--- src/rtl/framed_shift_register.sv ---
// Framed SPI-style shift register: loads a WIDTH-bit word and shifts one bit per strobe, MSB- or LSB-first.
// Load->busy 1 cycle; last strobe->frameDone/rxData/busy-low 1 cycle; strobes outside a frame are ignored.
module framed_shift_register #(
    parameter int WIDTH = 8
) (
    input  logic             clk,
    input  logic             resetN,
    input  logic             peripheralClkEdge,
    input  logic             parallelLoad,
    input  logic             lsbFirst,
    input  logic [WIDTH-1:0] parallelDataIn,
    input  logic             serialDataIn,
    output logic             serialDataOut,
    output logic [WIDTH-1:0] parallelDataOut,
    output logic [WIDTH-1:0] rxData,
    output logic             busy,
    output logic             frameDone
);
    localparam int CNTW = $clog2(WIDTH);
    localparam logic [CNTW-1:0] LAST_BIT = CNTW'(WIDTH - 1);

    typedef enum logic {
        IDLE  = 1'b0,
        SHIFT = 1'b1
    } state_t;

    state_t           state_q, state_d;
    logic [WIDTH-1:0] shreg_q, shreg_d;
    logic [WIDTH-1:0] rx_q, rx_d;
    logic [CNTW-1:0]  cnt_q, cnt_d;
    logic             order_q, order_d;
    logic             done_q, done_d;
    logic [WIDTH-1:0] shifted;

    always_ff @(posedge clk) begin
        if (!resetN) begin
            state_q <= IDLE;
            shreg_q <= '0;
            rx_q    <= '0;
            cnt_q   <= '0;
            order_q <= 1'b0;
            done_q  <= 1'b0;
        end else begin
            state_q <= state_d;
            shreg_q <= shreg_d;
            rx_q    <= rx_d;
            cnt_q   <= cnt_d;
            order_q <= order_d;
            done_q  <= done_d;
        end
    end

    always_comb begin
        shifted = order_q ? {serialDataIn, shreg_q[WIDTH-1:1]}
                          : {shreg_q[WIDTH-2:0], serialDataIn};
    end

    // Load wins over a coincident strobe and restarts any frame in progress.
    always_comb begin
        state_d = state_q;
        shreg_d = shreg_q;
        rx_d    = rx_q;
        cnt_d   = cnt_q;
        order_d = order_q;
        done_d  = 1'b0;
        if (parallelLoad) begin
            state_d = SHIFT;
            shreg_d = parallelDataIn;
            order_d = lsbFirst;
            cnt_d   = '0;
        end else if (state_q == SHIFT && peripheralClkEdge) begin
            shreg_d = shifted;
            if (cnt_q == LAST_BIT) begin
                state_d = IDLE;
                rx_d    = shifted;
                cnt_d   = '0;
                done_d  = 1'b1;
            end else begin
                cnt_d = cnt_q + CNTW'(1);
            end
        end
    end

    assign serialDataOut   = order_q ? shreg_q[0] : shreg_q[WIDTH-1];
    assign parallelDataOut = shreg_q;
    assign rxData          = rx_q;
    assign busy            = (state_q == SHIFT);
    assign frameDone       = done_q;

endmodule

--- config.mk ---
export PLATFORM = sky130hd
export DESIGN_NAME = framed_shift_register
export DESIGN_NICKNAME = d
export VERILOG_FILES = /design/src/rtl/framed_shift_register.sv
export SDC_FILE = /design/constraint.sdc
export NUM_CORES = 1
export LEC_CHECK = 0
export BUFFER_PORTS_ARGS = -buffer_cell sky130_fd_sc_hd__clkbuf_2
export CORE_MARGIN = 8
export CORE_UTILIZATION = 44
export CTS_CLUSTER_SIZE = 24
export DETAILED_ROUTE_END_ITERATION = 10
export HOLD_SLACK_MARGIN = 0.1
export PLACE_DENSITY_LB_ADDON = 0.15
export RECOVER_POWER = 25
export SYNTH_ARGS = -nofsm -noshare
export SYNTH_HDL_FRONTEND = slang
export SYNTH_SLANG_ARGS = --single-unit
--- constraint.sdc ---
create_clock -name clk -period 1.2 [get_ports clk]
set_input_delay 0.24 -clock clk [delete_from_list [all_inputs] [get_ports clk]]
set_output_delay 0.24 -clock clk [all_outputs]
set_load 0.01 [all_outputs]
==> results of run 1 <==
[logic make-up after synthesis]
| family | after synthesis |
|---|---|
| AOI/OAI and AO/OA | 34 |
| adders and majority gates | 2 |
| buffers and inverters | 10 |
| DFF | 22 |
| muxes | 13 |
| and+or+nand+nor | 17 |
[cell type report]
cell class	instances	area (um2)	area share
Multi-Input combinational cell	67	638	0.423
Sequential cell	22	453	0.300
Timing Repair Buffer	49	328	0.217
Tap cell	28	35.0	0.0232
Clock inverter	1	30.0	0.0199
Clock buffer	3	22.5	0.0149
Inverter	1	3.75	0.00249
[per-stage QoR]
| stage | setup slack, ns | instances |
|---|---|---|
| floorplan | 0.00619 | 98 |
| global placement | -0.0366 | 161 |
| detailed placement | -0.0773 | 161 |
| CTS | -0.223 | 170 |
| global route | -0.265 | 171 |
| finish | -0.227 | 171 |
[metal layers]
layer  vias up  routed length, um  track usage  part of all wire
met2        34               1290        0.199              0.46
met3         2                197       0.0331             0.070
met4         0                 16       0.0354            0.0057
li1        447                  -            -                 -
met5         -                  0            0                 0
met1       419               1300        0.174              0.46
[sequential cells by signal, summed over array words and instances, names as in the netlist]
name             count
cnt_q                3
frameDone            1
busy                 1
parallelDataOut      8
rxData               8
order_q              1
[power breakdown]
group | internal (mW) | switching, mW | leakage [nW]
sequential | 0.756 | 0.0285 | 0.183
clock | 0.338 | 0.243 | 0.0279
combinational | 0.148 | 0.138 | 0.422
total | 1.24 | 0.410 | 0.633
[cells in the mapped netlist (all sizes together), types with 2 or more instances]
library cell / n
clkbuf: 2
o2bb2ai: 8
o21a: 2
a211o: 8
a21boi: 8
nand2: 8
buf: 7
mux2i: 12
ha: 2
a21oi: 8
nor2: 4
dfxtp: 22
[critical path, cell delays in order (launching register included)]
cell and delay (ns):
sky130_fd_sc_hd__dfxtp_2 0.35, sky130_fd_sc_hd__buf_6 0.11, sky130_fd_sc_hd__mux2_4 0.29, sky130_fd_sc_hd__buf_6 0.12
[what timing repair did]
action                                  CTS  global route
setup buffers                             3             1
cloned                                    2             0
pin swaps                                 9            11
gates resized for setup                  20            17
endpoints found under the setup margin   11            22
hold endpoints to repair                  0             0
[placed cells by master (no fill, tap or decap)]
cell type                   netlist  layout
sky130_fd_sc_hd__a211o_1          8       8
sky130_fd_sc_hd__a21boi_1         1       1
sky130_fd_sc_hd__a21boi_2         7       7
sky130_fd_sc_hd__a21oi_1          8       8
sky130_fd_sc_hd__and2_4           1       1
sky130_fd_sc_hd__buf_12           0       1
sky130_fd_sc_hd__buf_4            2      12
sky130_fd_sc_hd__buf_6            2       6
sky130_fd_sc_hd__bufinv_16        0       1
sky130_fd_sc_hd__clkbuf_2         0      30
sky130_fd_sc_hd__clkbuf_4         0       3
sky130_fd_sc_hd__dfxtp_1         22      14
sky130_fd_sc_hd__dfxtp_2          0       7
sky130_fd_sc_hd__dfxtp_4          0       1
sky130_fd_sc_hd__ha_4             0       2
sky130_fd_sc_hd__inv_2            0       1
sky130_fd_sc_hd__mux2_4           0       1
sky130_fd_sc_hd__mux2i_1         12       9
sky130_fd_sc_hd__mux2i_2          0       2
sky130_fd_sc_hd__mux2i_4          0       1
sky130_fd_sc_hd__nand2_1          8       8
sky130_fd_sc_hd__nand2b_1         1       1
sky130_fd_sc_hd__nand3_2          0       1
sky130_fd_sc_hd__nor2_1           4       4
sky130_fd_sc_hd__nor2b_1          1       1
sky130_fd_sc_hd__o21a_1           2       1
sky130_fd_sc_hd__o21a_4           0       2
sky130_fd_sc_hd__o2bb2ai_1        8       1
sky130_fd_sc_hd__o2bb2ai_2        0       7
sky130_fd_sc_hd__or2_4            0       1
[worst max path at each step]
| stage | from | to | slack (ns) | cells past startpoint |
|---|---|---|---|---|
| after floorplan | cnt_q[1] | rxData[0] | 0.006 | 6 |
| after global placement | cnt_q[1] | rxData[1] | -0.04 | 6 |
| after detailed placement | cnt_q[1] | rxData[5] | -0.08 | 6 |
| after CTS | order_q | serialDataOut | -0.22 | 3 |
| after global routing | order_q | serialDataOut | -0.26 | 3 |
| final | order_q | serialDataOut | -0.23 | 3 |
==> out/qor.tcl, run 1 <==
set qor(run_status) {complete, but fails checks}
set qor(failing_checks) {negative setup slack}
set qor(edff_count_synth) 0
set qor(drive_gt1_frac) 0.608
set qor(vias_in_the_first_global_route) 903
set qor(fillerInstances) 182
set qor(p_per_area_mw_per_mm2) 1090
set qor(critPathArrivalTime_ns) 1.19
set qor(syn_area_per_cell_um2) 10.4
set qor(power.static_leakage_nw) 0.633
set qor(holdBufCountCts) 0
set qor(track_usage) 0.129
set qor(detailed_place_hpwl_um) 1850
set qor(synth-adder-area-share) 0.0245
set qor(whs_endpoint) {parallelDataOut[0]}
set qor(die_area_mm2) 0.00411
set qor(vias_per_cell) 5.27
set qor(standard_cell_core_area_mm2) 0.00221
set qor(die_h_um) 64.1
set qor(cts.root.buffer_cell) {sky130_fd_sc_hd__clkbuf_4}
set qor(synth_seq_area_share) 0.432
set qor(ys_warn_count) 0
set qor(detail_route.wirelength_um) 2800
set qor(setup.worst_path.start_class) {flop}
set qor(design_area_mm2) 0.00151
set qor(worst_r2r_endpoint) {rxData[4]}
set qor(tightest_slew_ns) 0.287
set qor(setup_ws_ns) -0.227
set qor(start_util) 0.461
set qor(synth_compound_area_frac) 0.276
set qor(largest_family_of_logic_cells_by_synthesized_area) {compound AO/OA/AOI/OAI gates}
set qor(total_number_of_h_tree_levels) 1
set qor(hp-start) {parallelDataIn[0]}
set qor(layout_worst_path_cycle_share) 1.19
set qor(asyncSetResetFlopFracSynth) 0
set qor(ctsLongestPathBuffers) 2
set qor(drv.max_cap_violation_count) 0
set qor(timing.hold.ws_ns) 0.128
set qor(totalNegativeSetupSlack_ns) -0.874
set qor(netlist-cell-type-count) 22
set qor(numCtsBuffers) 3
set qor(clock-sinks) 22
set qor(synth.net_count) 114
set qor(ys_ff_latch) 22
set qor(portBuffers) 32
set qor(reg2regPathDepth) 6
set qor(finalHoldViolations) 0
set qor(clk_latency_ns) 0.31
set qor(worst_path_clk_slew_ns) 0.14
set qor(worst_r2r_startpoint) {cnt_q[0]}
set qor(worstPathRequired_ns) 0.96
set qor(drt_pre_antenna_iters) 4
set qor(design.final.nets) 160
set qor(die-width_um) 64.1
set qor(detail-route-antenna-nets) 0
set qor(floorplan.rows) 17
set qor(antenna_found_initial) 0
set qor(vias) 902
set qor(post-route-drc-count) 0
set qor(rrSetupSlack_ns) -0.07
set qor(xor_and_xnor_fraction_of_the_mapped_netlist_area) 0
set qor(tritoncts) {yes}
set qor(timing.critical_path.to_type) {output port}
set qor(slew_violations) 0
set qor(fmax_mhz) 701
set qor(gr-total-overflow) 0
set qor(synth_mux_area_frac) 0.129
set qor(fin_skew_ns) 0.0132
set qor(syn_area_mm2) 0.00102
set qor(gp_congestion) 0.732
set qor(synth_simple_gate_area_frac) 0.0761
set qor(largest_net_degree_at_the_start_of_global_routing) 21
set qor(post_dp_cell_area_mm2) 0.00128
set qor(slew_headroom) 0.803
set qor(synth-main-ff-cell) {sky130_fd_sc_hd__dfxtp_1}
set qor(detail_route.iter0.violations) 33
set qor(num_antenna_cells) 0
set qor(period_needed_ns) 1.43
set qor(grt_pass1_wl_um) 4420
set qor(criticalPathCategory) {flop to output port}
set qor(wl_per_cell_um) 16.4
set qor(ir_drop_v) 0.000730
set qor(yosys.area.top_type_share) 0.432
set qor(power_mw) 1.65
set qor(crit_fanout) 2
set qor(rsz0062_at_grt) {yes}
set qor(synth.top_cells.by_area) {sky130_fd_sc_hd__dfxtp_1 43%, sky130_fd_sc_hd__mux2i_1 12%, sky130_fd_sc_hd__a21boi_2 7.7%, sky130_fd_sc_hd__a211o_1 6.9%, sky130_fd_sc_hd__o2bb2ai_1 6.9%}
set qor(yosysTopAreaCell) {sky130_fd_sc_hd__dfxtp_1}
set qor(worst_hold_path_type) {input pin to flop}
set qor(holdPathStages) 3
set qor(boundaryPins) 33
set qor(final_core_util) 0.683
set qor(synth_to_layout_area_growth_pct) 48.1
set qor(cell_count_after_synthesis) 98
set qor(finalSetupViolations) 15
No activity file was read; power rests on OpenSTA's default activity.
==> inputs of run 2 (changes only) <==
--- a/config.mk
+++ b/config.mk
@@ -5,9 +5,10 @@
 export SDC_FILE = /design/constraint.sdc
 export NUM_CORES = 1
 export LEC_CHECK = 0
+export ABC_AREA = 1
 export BUFFER_PORTS_ARGS = -buffer_cell sky130_fd_sc_hd__clkbuf_2
 export CORE_MARGIN = 8
-export CORE_UTILIZATION = 44
+export CORE_UTILIZATION = 45
 export CTS_CLUSTER_SIZE = 24
 export DETAILED_ROUTE_END_ITERATION = 10
 export HOLD_SLACK_MARGIN = 0.1
==> out/qor.tcl, run 2 <==
set qor(run_status) {complete, no violations} ;# was complete, but fails checks
set qor(cell_count_after_synthesis) 163 ;# was 98
set qor(largest_family_of_logic_cells_by_synthesized_area) {simple AND/OR/NAND/NOR gates} ;# was compound AO/OA/AOI/OAI gates
set qor(period_needed_ns) 1.19 ;# was 1.43 ns
set qor(tritoncts) {yes} ;# unchanged
set qor(syn_area_per_cell_um2) 6.83 ;# was 10.4 um2
set qor(detail_route.iter0.violations) 64 ;# was 33
set qor(tightest_slew_ns) 0.196 ;# was 0.287 ns
set qor(timing.critical_path.cells) {inv_2 > o21ai_1 > buf_2} ;# was buf_6 > mux2_4 > buf_6
set qor(clock-sinks) 22 ;# unchanged
set qor(holdBufCountCts) 0 ;# unchanged
set qor(cts.root.buffer_cell) {sky130_fd_sc_hd__clkbuf_4} ;# unchanged
set qor(power.static_leakage_nw) 0.709 ;# was 0.633 nW
set qor(vias_in_the_first_global_route) 1099 ;# was 903
set qor(slew_headroom) 0.869 ;# was 0.803
set qor(ir_drop_v) 0.000628 ;# was 0.000730 V
set qor(start_util) 0.462 ;# was 0.461
set qor(vias_per_cell) 4.87 ;# was 5.27
set qor(worst_hold_path_type) {input pin to flop} ;# unchanged
set qor(synth_simple_gate_area_frac) 0.466 ;# was 0.0761
set qor(finalSetupViolations) 0 ;# was 15
set qor(grt_pass1_wl_um) 4600 ;# was 4420 um
set qor(edff_count_synth) 0 ;# unchanged
set qor(clk_latency_ns) 0.30 ;# was 0.31 ns
set qor(layout_commonest_cell) {sky130_fd_sc_hd__nand2_1} ;# was sky130_fd_sc_hd__clkbuf_2
set qor(standard_cell_core_area_mm2) 0.00241 ;# was 0.00221 mm2
set qor(worst_path_clk_slew_ns) 0.12 ;# was 0.14 ns
set qor(synth_seq_area_share) 0.396 ;# was 0.432
set qor(ys_ff_latch) 22 ;# unchanged
set qor(gp_congestion) 0.773 ;# was 0.732
set qor(netlist-cell-type-count) 18 ;# was 22
set qor(rsz0062_at_grt) {yes} ;# unchanged
set qor(slowest_stage) {sky130_fd_sc_hd__dfxtp_2} ;# unchanged
set qor(fmax_mhz) 842 ;# was 701 MHz
set qor(post-route-drc-count) 0 ;# unchanged
set qor(drive_gt1_frac) 0.297 ;# was 0.608
set qor(layout_worst_path_cycle_share) 0.990 ;# was 1.19
set qor(ctsLongestPathBuffers) 2 ;# unchanged
set qor(timing.critical_path.to_type) {output port} ;# unchanged
set qor(largest_stage_delay_on_the_critical_path_ns) 0.36 ;# was 0.35 ns
set qor(critPathArrivalTime_ns) 0.95 ;# was 1.19 ns
set qor(power_mw) 1.37 ;# was 1.65 mW
set qor(worst-path-buf-inv) 2 ;# unchanged
set qor(syn_area_mm2) 0.00111 ;# was 0.00102 mm2
set qor(ys_warn_count) 0 ;# unchanged
set qor(synth_mux_area_frac) 0 ;# was 0.129
set qor(p_per_area_mw_per_mm2) 978 ;# was 1090 mW/mm2
set qor(drv.max_cap_violation_count) 0 ;# unchanged
set qor(design.final.nets) 220 ;# was 160
set qor(boundaryPins) 33 ;# unchanged
set qor(synth.top_cells.by_area) {sky130_fd_sc_hd__dfxtp_1 40%, sky130_fd_sc_hd__nand2_1 17%, sky130_fd_sc_hd__nor2_1 11%, sky130_fd_sc_hd__nand3_1 6.3%, sky130_fd_sc_hd__nand3b_1 5.4%} ;# was sky130_fd_sc_hd__dfxtp_1 43%, sky130_fd_sc_hd__mux2i_1 12%, sky130_fd_sc_hd__a21boi_2 7.7%, sky130_fd_sc_hd__a211o_1 6.9%, sky130_fd_sc_hd__o2bb2ai_1 6.9%
set qor(synth.net_count) 179 ;# was 114
set qor(xor_and_xnor_fraction_of_the_mapped_netlist_area) 0 ;# unchanged
set qor(synth-main-ff-cell) {sky130_fd_sc_hd__dfxtp_1} ;# unchanged
set qor(die_area_mm2) 0.00432 ;# was 0.00411 mm2
set qor(total_number_of_h_tree_levels) 1 ;# unchanged
set qor(largest_net_degree_at_the_start_of_global_routing) 18 ;# was 21
set qor(wl_per_cell_um) 12.3 ;# was 16.4 um
set qor(worstPathRequired_ns) 0.96 ;# about the same
set qor(final_core_util) 0.579 ;# was 0.683
set qor(setup.worst_path.start_class) {flop} ;# unchanged
set qor(finalHoldViolations) 0 ;# unchanged
set qor(die-width_um) 65.7 ;# was 64.1 um
set qor(floorplan.rows) 18 ;# was 17
set qor(fin_skew_ns) 0.00247 ;# was 0.0132 ns
set qor(ys_top_cells_by_count) {49 x sky130_fd_sc_hd__nand2_1, 34 x sky130_fd_sc_hd__nor2_1, 22 x sky130_fd_sc_hd__dfxtp_1} ;# was 22 x sky130_fd_sc_hd__dfxtp_1, 12 x sky130_fd_sc_hd__mux2i_1
set qor(track_usage) 0.132 ;# was 0.129
set qor(yosys.area.top_type_share) 0.396 ;# was 0.432
set qor(gr-total-overflow) 0 ;# unchanged
set qor(design_area_mm2) 0.00140 ;# was 0.00151 mm2
set qor(detail_route.wirelength_um) 2840 ;# was 2800 um
set qor(criticalPathCategory) {flop to output port} ;# unchanged
set qor(crit_fanout) 2 ;# unchanged
set qor(post_dp_cell_area_mm2) 0.00131 ;# was 0.00128 mm2
set qor(detailed_place_hpwl_um) 2120 ;# was 1850 um
set qor(yosysTopAreaCell) {sky130_fd_sc_hd__dfxtp_1} ;# unchanged
set qor(slew_violations) 0 ;# unchanged
set qor(portBuffers) 32 ;# unchanged
set qor(die_h_um) 65.7 ;# was 64.1 um
set qor(detail-route-antenna-nets) 0 ;# unchanged
set qor(num_antenna_cells) 0 ;# unchanged
set qor(synth.most_common_cell) {sky130_fd_sc_hd__nand2_1} ;# was sky130_fd_sc_hd__dfxtp_1
set qor(asyncSetResetFlopFracSynth) 0 ;# unchanged
set qor(synth_to_layout_area_growth_pct) 25.4 ;# was 48.1%
set qor(synth-adder-area-share) 0.0225 ;# was 0.0245
set qor(synth_compound_area_frac) 0.0270 ;# was 0.276
set qor(vias) 1129 ;# was 902
set qor(timing.critical_path.max_delay_family) {flip-flops} ;# unchanged
set qor(drt_pre_antenna_iters) 4 ;# unchanged
set qor(most-common-layout-cells) {48 x sky130_fd_sc_hd__nand2_1, 34 x sky130_fd_sc_hd__nor2_1, 26 x sky130_fd_sc_hd__clkbuf_2, 17 x sky130_fd_sc_hd__dfxtp_1, 14 x sky130_fd_sc_hd__nand3_1} ;# was 30 x sky130_fd_sc_hd__clkbuf_2, 14 x sky130_fd_sc_hd__dfxtp_1, 12 x sky130_fd_sc_hd__buf_4, 9 x sky130_fd_sc_hd__mux2i_1
set qor(numCtsBuffers) 3 ;# unchanged
set qor(antenna_found_initial) 0 ;# unchanged
==> run 2: cell count changes after synthesis, sizes merged, moves of 12 or more <==
cell   previous run  this run
nand2             8        50
nor2              4        35
nand3             1        18
inv               1        14
mux2i            12         0
==> run 2: tightest hold or removal path: stages <==
cell	delay (ns)
sky130_fd_sc_hd__clkbuf_2	0.09
sky130_fd_sc_hd__inv_1	0.10
sky130_fd_sc_hd__nor3_1	0.06
==> run 2: path summary, 6_finish.rpt <==
check,startpoint,to,slack [ns],cells past startpoint
min reg2reg,rxData[1],rxData[1],0.48,2
max reg2reg,cnt_q[0],rxData[0],0.05,6
max,parallelDataOut[7],serialDataOut,0.01,3
min,resetN,busy,0.21,3
==> run 2: power by group <==
part | total (mW) | switching (mW) | internal [mW] | leakage [nW]
sequential | 0.778 | 0.0232 | 0.755 | 0.182
clock | 0.333 | 0.216 | 0.117 | 0.0138
combinational | 0.254 | 0.148 | 0.107 | 0.513
total | 1.37 | 0.387 | 0.978 | 0.709
==> run 2: kinds of logic (layout without fill, tap and decap cells) <==
kind of cell             count (synthesis)  in the layout
adder cells (fa/ha/maj)                  2              2
flip-flops                              22             22
buffers and inverters                   21             59
AO/OA/AOI/OAI                            6              6
AND/OR/NAND/NOR                        112            113
==> run 2: layout make-up <==
class                           count  area (um2)
Fill cell                         253        1010
Clock buffer                        3        22.5
Multi-Input combinational cell    121         603
Tap cell                           30        37.5
Timing Repair Buffer               42         229
Sequential cell                    22         452
Inverter                           14        52.6
==> run 2: per-stage QoR <==
stage	instances	hold WS [ns]	setup slack (ns)	setup TNS, ns
after floorplan	163	0.431	0.0703	0
after global placement	224	0.460	0.0221	0
final	232	0.215	0.0125	0
after CTS	230	0.193	-0.00451	-0.00451
after global routing	232	0.222	-0.0319	-0.0538
after detailed placement	224	0.466	-0.0303	-0.129
==> run 2: timing repair <==
action                                  4_1_cts  5_1_grt
gates resized for setup                       7       11
cloned                                        1        0
hold endpoints to repair                      0        0
buffers inserted                              2        2
endpoints found under the setup margin       14       11
pin swaps                                     1        2
==> run 2: layer usage <==
| metal | up-vias | global-route usage | share of wire |
|---|---|---|---|
| met2 | 32 | 0.210 | 0.45 |
| met3 | 4 | 0.0357 | 0.059 |
| met4 | 0 | 0.0572 | 0.013 |
| met5 | - | 0 | 0 |
| li1 | 590 | - | - |
| met1 | 503 | 0.163 | 0.47 |
==> inputs of run 3 (changes only) <==
--- a/config.mk
+++ b/config.mk
@@ -5,10 +5,11 @@
 export SDC_FILE = /design/constraint.sdc
 export NUM_CORES = 1
 export LEC_CHECK = 0
-export ABC_AREA = 1
 export BUFFER_PORTS_ARGS = -buffer_cell sky130_fd_sc_hd__clkbuf_2
+export CELL_PAD_IN_SITES_DETAIL_PLACEMENT = 0
+export CELL_PAD_IN_SITES_GLOBAL_PLACEMENT = 2
 export CORE_MARGIN = 8
-export CORE_UTILIZATION = 45
+export CORE_UTILIZATION = 26
 export CTS_CLUSTER_SIZE = 24
 export DETAILED_ROUTE_END_ITERATION = 10
 export HOLD_SLACK_MARGIN = 0.1
==> out/qor.tcl, run 3 (same netlist as run 1, synthesis figures left out) <==
set qor(timing.critical_path.max_delay_family) {flip-flops} ;# unchanged
set qor(detail_route.wirelength_um) 2830 ;# was 2840 um
set qor(floorplan.rows) 22 ;# was 18
set qor(die_area_mm2) 0.00618 ;# was 0.00432 mm2
set qor(die-width_um) 78.6 ;# was 65.7 um
set qor(boundaryPins) 33 ;# unchanged
set qor(layout_commonest_cell) {sky130_fd_sc_hd__clkbuf_2} ;# was sky130_fd_sc_hd__nand2_1
set qor(placed_cells_incl_taps) 188 ;# was 224
set qor(power.static_leakage_nw) 0.654 ;# was 0.709 nW
set qor(finalHoldViolations) 0 ;# unchanged
set qor(design.final.nets) 164 ;# was 220
set qor(design_area_mm2) 0.00158 ;# was 0.00140 mm2
set qor(period_needed_ns) 1.28 ;# was 1.19 ns
set qor(cts.root.buffer_cell) {sky130_fd_sc_hd__clkbuf_8} ;# was sky130_fd_sc_hd__clkbuf_4
set qor(grt_pass1_wl_um) 4650 ;# was 4600 um
set qor(synth_to_layout_area_growth_pct) 54.8 ;# was 25.4%
set qor(post_dp_cell_area_mm2) 0.00137 ;# was 0.00131 mm2
set qor(standard_cell_core_area_mm2) 0.00372 ;# was 0.00241 mm2
set qor(finalSetupViolations) 18 ;# was 0
set qor(grtUsageMet2) 0.157 ;# was 0.210
set qor(crit_fanout) 2 ;# unchanged
set qor(drv.max_cap_violation_count) 0 ;# unchanged
set qor(layer_carrying_the_most_global_route_usage) {met2} ;# unchanged
set qor(holdBufCountCts) 0 ;# unchanged
set qor(final_cells) 195 ;# was 232
set qor(failing_checks) {negative setup slack}
set qor(detail_route.iter0.violations) 28 ;# was 64
set qor(die_h_um) 78.6 ;# was 65.7 um
set qor(largest_net_degree_at_the_start_of_global_routing) 14 ;# was 18
set qor(slowest_stage) {sky130_fd_sc_hd__dfxtp_4} ;# was sky130_fd_sc_hd__dfxtp_2
set qor(global_route.usage.met3) 0.0319 ;# was 0.0357
set qor(fin_skew_ns) 0.00270 ;# was 0.00247 ns
set qor(gp_congestion) 0.719 ;# was 0.773
set qor(slew_headroom) 0.835 ;# was 0.869
set qor(numCtsBuffers) 3 ;# unchanged
set qor(critPathArrivalTime_ns) 1.04 ;# was 0.95 ns
set qor(vias) 898 ;# was 1129
set qor(worst_path_clk_slew_ns) 0.09 ;# was 0.12 ns
set qor(num_antenna_cells) 0 ;# unchanged
set qor(largest_stage_delay_on_the_critical_path_ns) 0.36 ;# about the same
set qor(clock-sinks) 22 ;# unchanged
set qor(crit_cells) 2 ;# was 3
set qor(run_status) {complete, but fails checks} ;# was complete, no violations
set qor(fmax_mhz) 781 ;# was 842 MHz
set qor(dp_slack_ns) -0.104 ;# was -0.0303 ns
set qor(wl_per_cell_um) 14.5 ;# was 12.3 um
set qor(criticalPathCategory) {flop to output port} ;# unchanged
set qor(tightest_slew_ns) 0.241 ;# was 0.196 ns
set qor(reg2regPathDepth) 6 ;# unchanged
set qor(met1_usage) 0.108 ;# was 0.163
set qor(worst_hold_path_type) {input pin to flop} ;# unchanged
set qor(drive_gt1_frac) 0.565 ;# was 0.297
set qor(tritoncts) {yes} ;# unchanged
set qor(antenna_found_initial) 0 ;# unchanged
set qor(detailed_place_hpwl_um) 2210 ;# was 2120 um
set qor(timing.critical_path.to_type) {output port} ;# unchanged
set qor(worst-path-buf-inv) 1 ;# was 2
set qor(holdPathStages) 3 ;# unchanged
set qor(clk_latency_ns) 0.27 ;# was 0.30 ns
set qor(start_util) 0.274 ;# was 0.462
set qor(ir_drop_v) 0.000412 ;# was 0.000628 V
set qor(vias_per_cell) 4.61 ;# was 4.87
set qor(vias_in_the_first_global_route) 969 ;# was 1099
set qor(timing.critical_path.cells) {mux2_4 > buf_6} ;# was inv_2 > o21ai_1 > buf_2
set qor(ctsLongestPathBuffers) 2 ;# unchanged
set qor(detail-route-antenna-nets) 0 ;# unchanged
set qor(track_usage) 0.0936 ;# was 0.132
set qor(setup.worst_path.start_class) {flop} ;# unchanged
set qor(post-route-drc-count) 0 ;# unchanged
set qor(total_number_of_h_tree_levels) 1 ;# unchanged
set qor(setup_ws_ns) -0.0805 ;# was 0.0125 ns
set qor(p_per_area_mw_per_mm2) 1140 ;# was 978 mW/mm2
set qor(layout_worst_path_cycle_share) 1.07 ;# was 0.990
set qor(most-common-layout-cells) {29 x sky130_fd_sc_hd__clkbuf_2, 18 x sky130_fd_sc_hd__dfxtp_1, 17 x sky130_fd_sc_hd__buf_4, 11 x sky130_fd_sc_hd__mux2i_1} ;# was 48 x sky130_fd_sc_hd__nand2_1, 34 x sky130_fd_sc_hd__nor2_1, 26 x sky130_fd_sc_hd__clkbuf_2, 17 x sky130_fd_sc_hd__dfxtp_1, 14 x sky130_fd_sc_hd__nand3_1
set qor(rsz0062_at_grt) {yes} ;# unchanged
set qor(portBuffers) 32 ;# unchanged
set qor(gr-total-overflow) 0 ;# unchanged
set qor(slew_violations) 0 ;# unchanged
set qor(drt_pre_antenna_iters) 4 ;# unchanged
set qor(worstPathRequired_ns) 0.96 ;# about the same
-- run 3: worst min-delay path, cell delays in order --
cell and delay [ns]:
sky130_fd_sc_hd__clkbuf_2 0.08, sky130_fd_sc_hd__nand2_1 0.05, sky130_fd_sc_hd__a21boi_1 0.05
-- run 3: path summary, 6_finish.rpt --
| check | startpoint | endpoint | slack (ns) |
|---|---|---|---|
| worst min-delay path | parallelDataIn[0] | parallelDataOut[0] | 0.19 |
| worst max register to register | cnt_q[0] | rxData[5] | -0.06 |
| worst min register to register | rxData[2] | rxData[2] | 0.48 |
| worst max-delay path | order_q | serialDataOut | -0.08 |
-- run 3: repair_timing --
action,CTS,global route
pin swaps,14,2
setup buffers,1,1
gates resized for setup,22,4
gates cloned,1,0
setup endpoints to repair,13,20
-- run 3: power breakdown --
group / internal, mW / switching (mW) / leakage [nW]
sequential: 0.752 / 0.0277 / 0.182
combinational: 0.164 / 0.139 / 0.437
clock: 0.446 / 0.268 / 0.0357
total: 1.36 / 0.435 / 0.654
-- run 3: routing by layer --
| metal | routed length [um] | part of all wire |
|---|---|---|
| met3 | 202 | 0.071 |
| met1 | 1210 | 0.43 |
| met5 | 0 | 0 |
| met2 | 1380 | 0.49 |
| met4 | 35 | 0.012 |
-- run 3: area by class of cell --
cell class	instances	area, um2
inverters	1	3.75
clock buffers	3	41.3
flip-flops and latches	22	450
repair buffers	54	365
well taps	48	60.1
clock inverters	1	30.0
fillers	378	2140
multi-input cells	66	628
-- run 3: per-stage QoR --
step	hold slack, ns	util	power (mW)	setup TNS, ns
after floorplan	0.383	-	0.944	0
after global placement	0.448	0.370	1.08	-0.326
after detailed placement	0.453	0.370	1.08	-0.769
after CTS	0.196	0.418	1.80	-0.822
after global routing	0.195	0.425	1.87	-1.40
final	0.194	0.425	1.80	-0.575
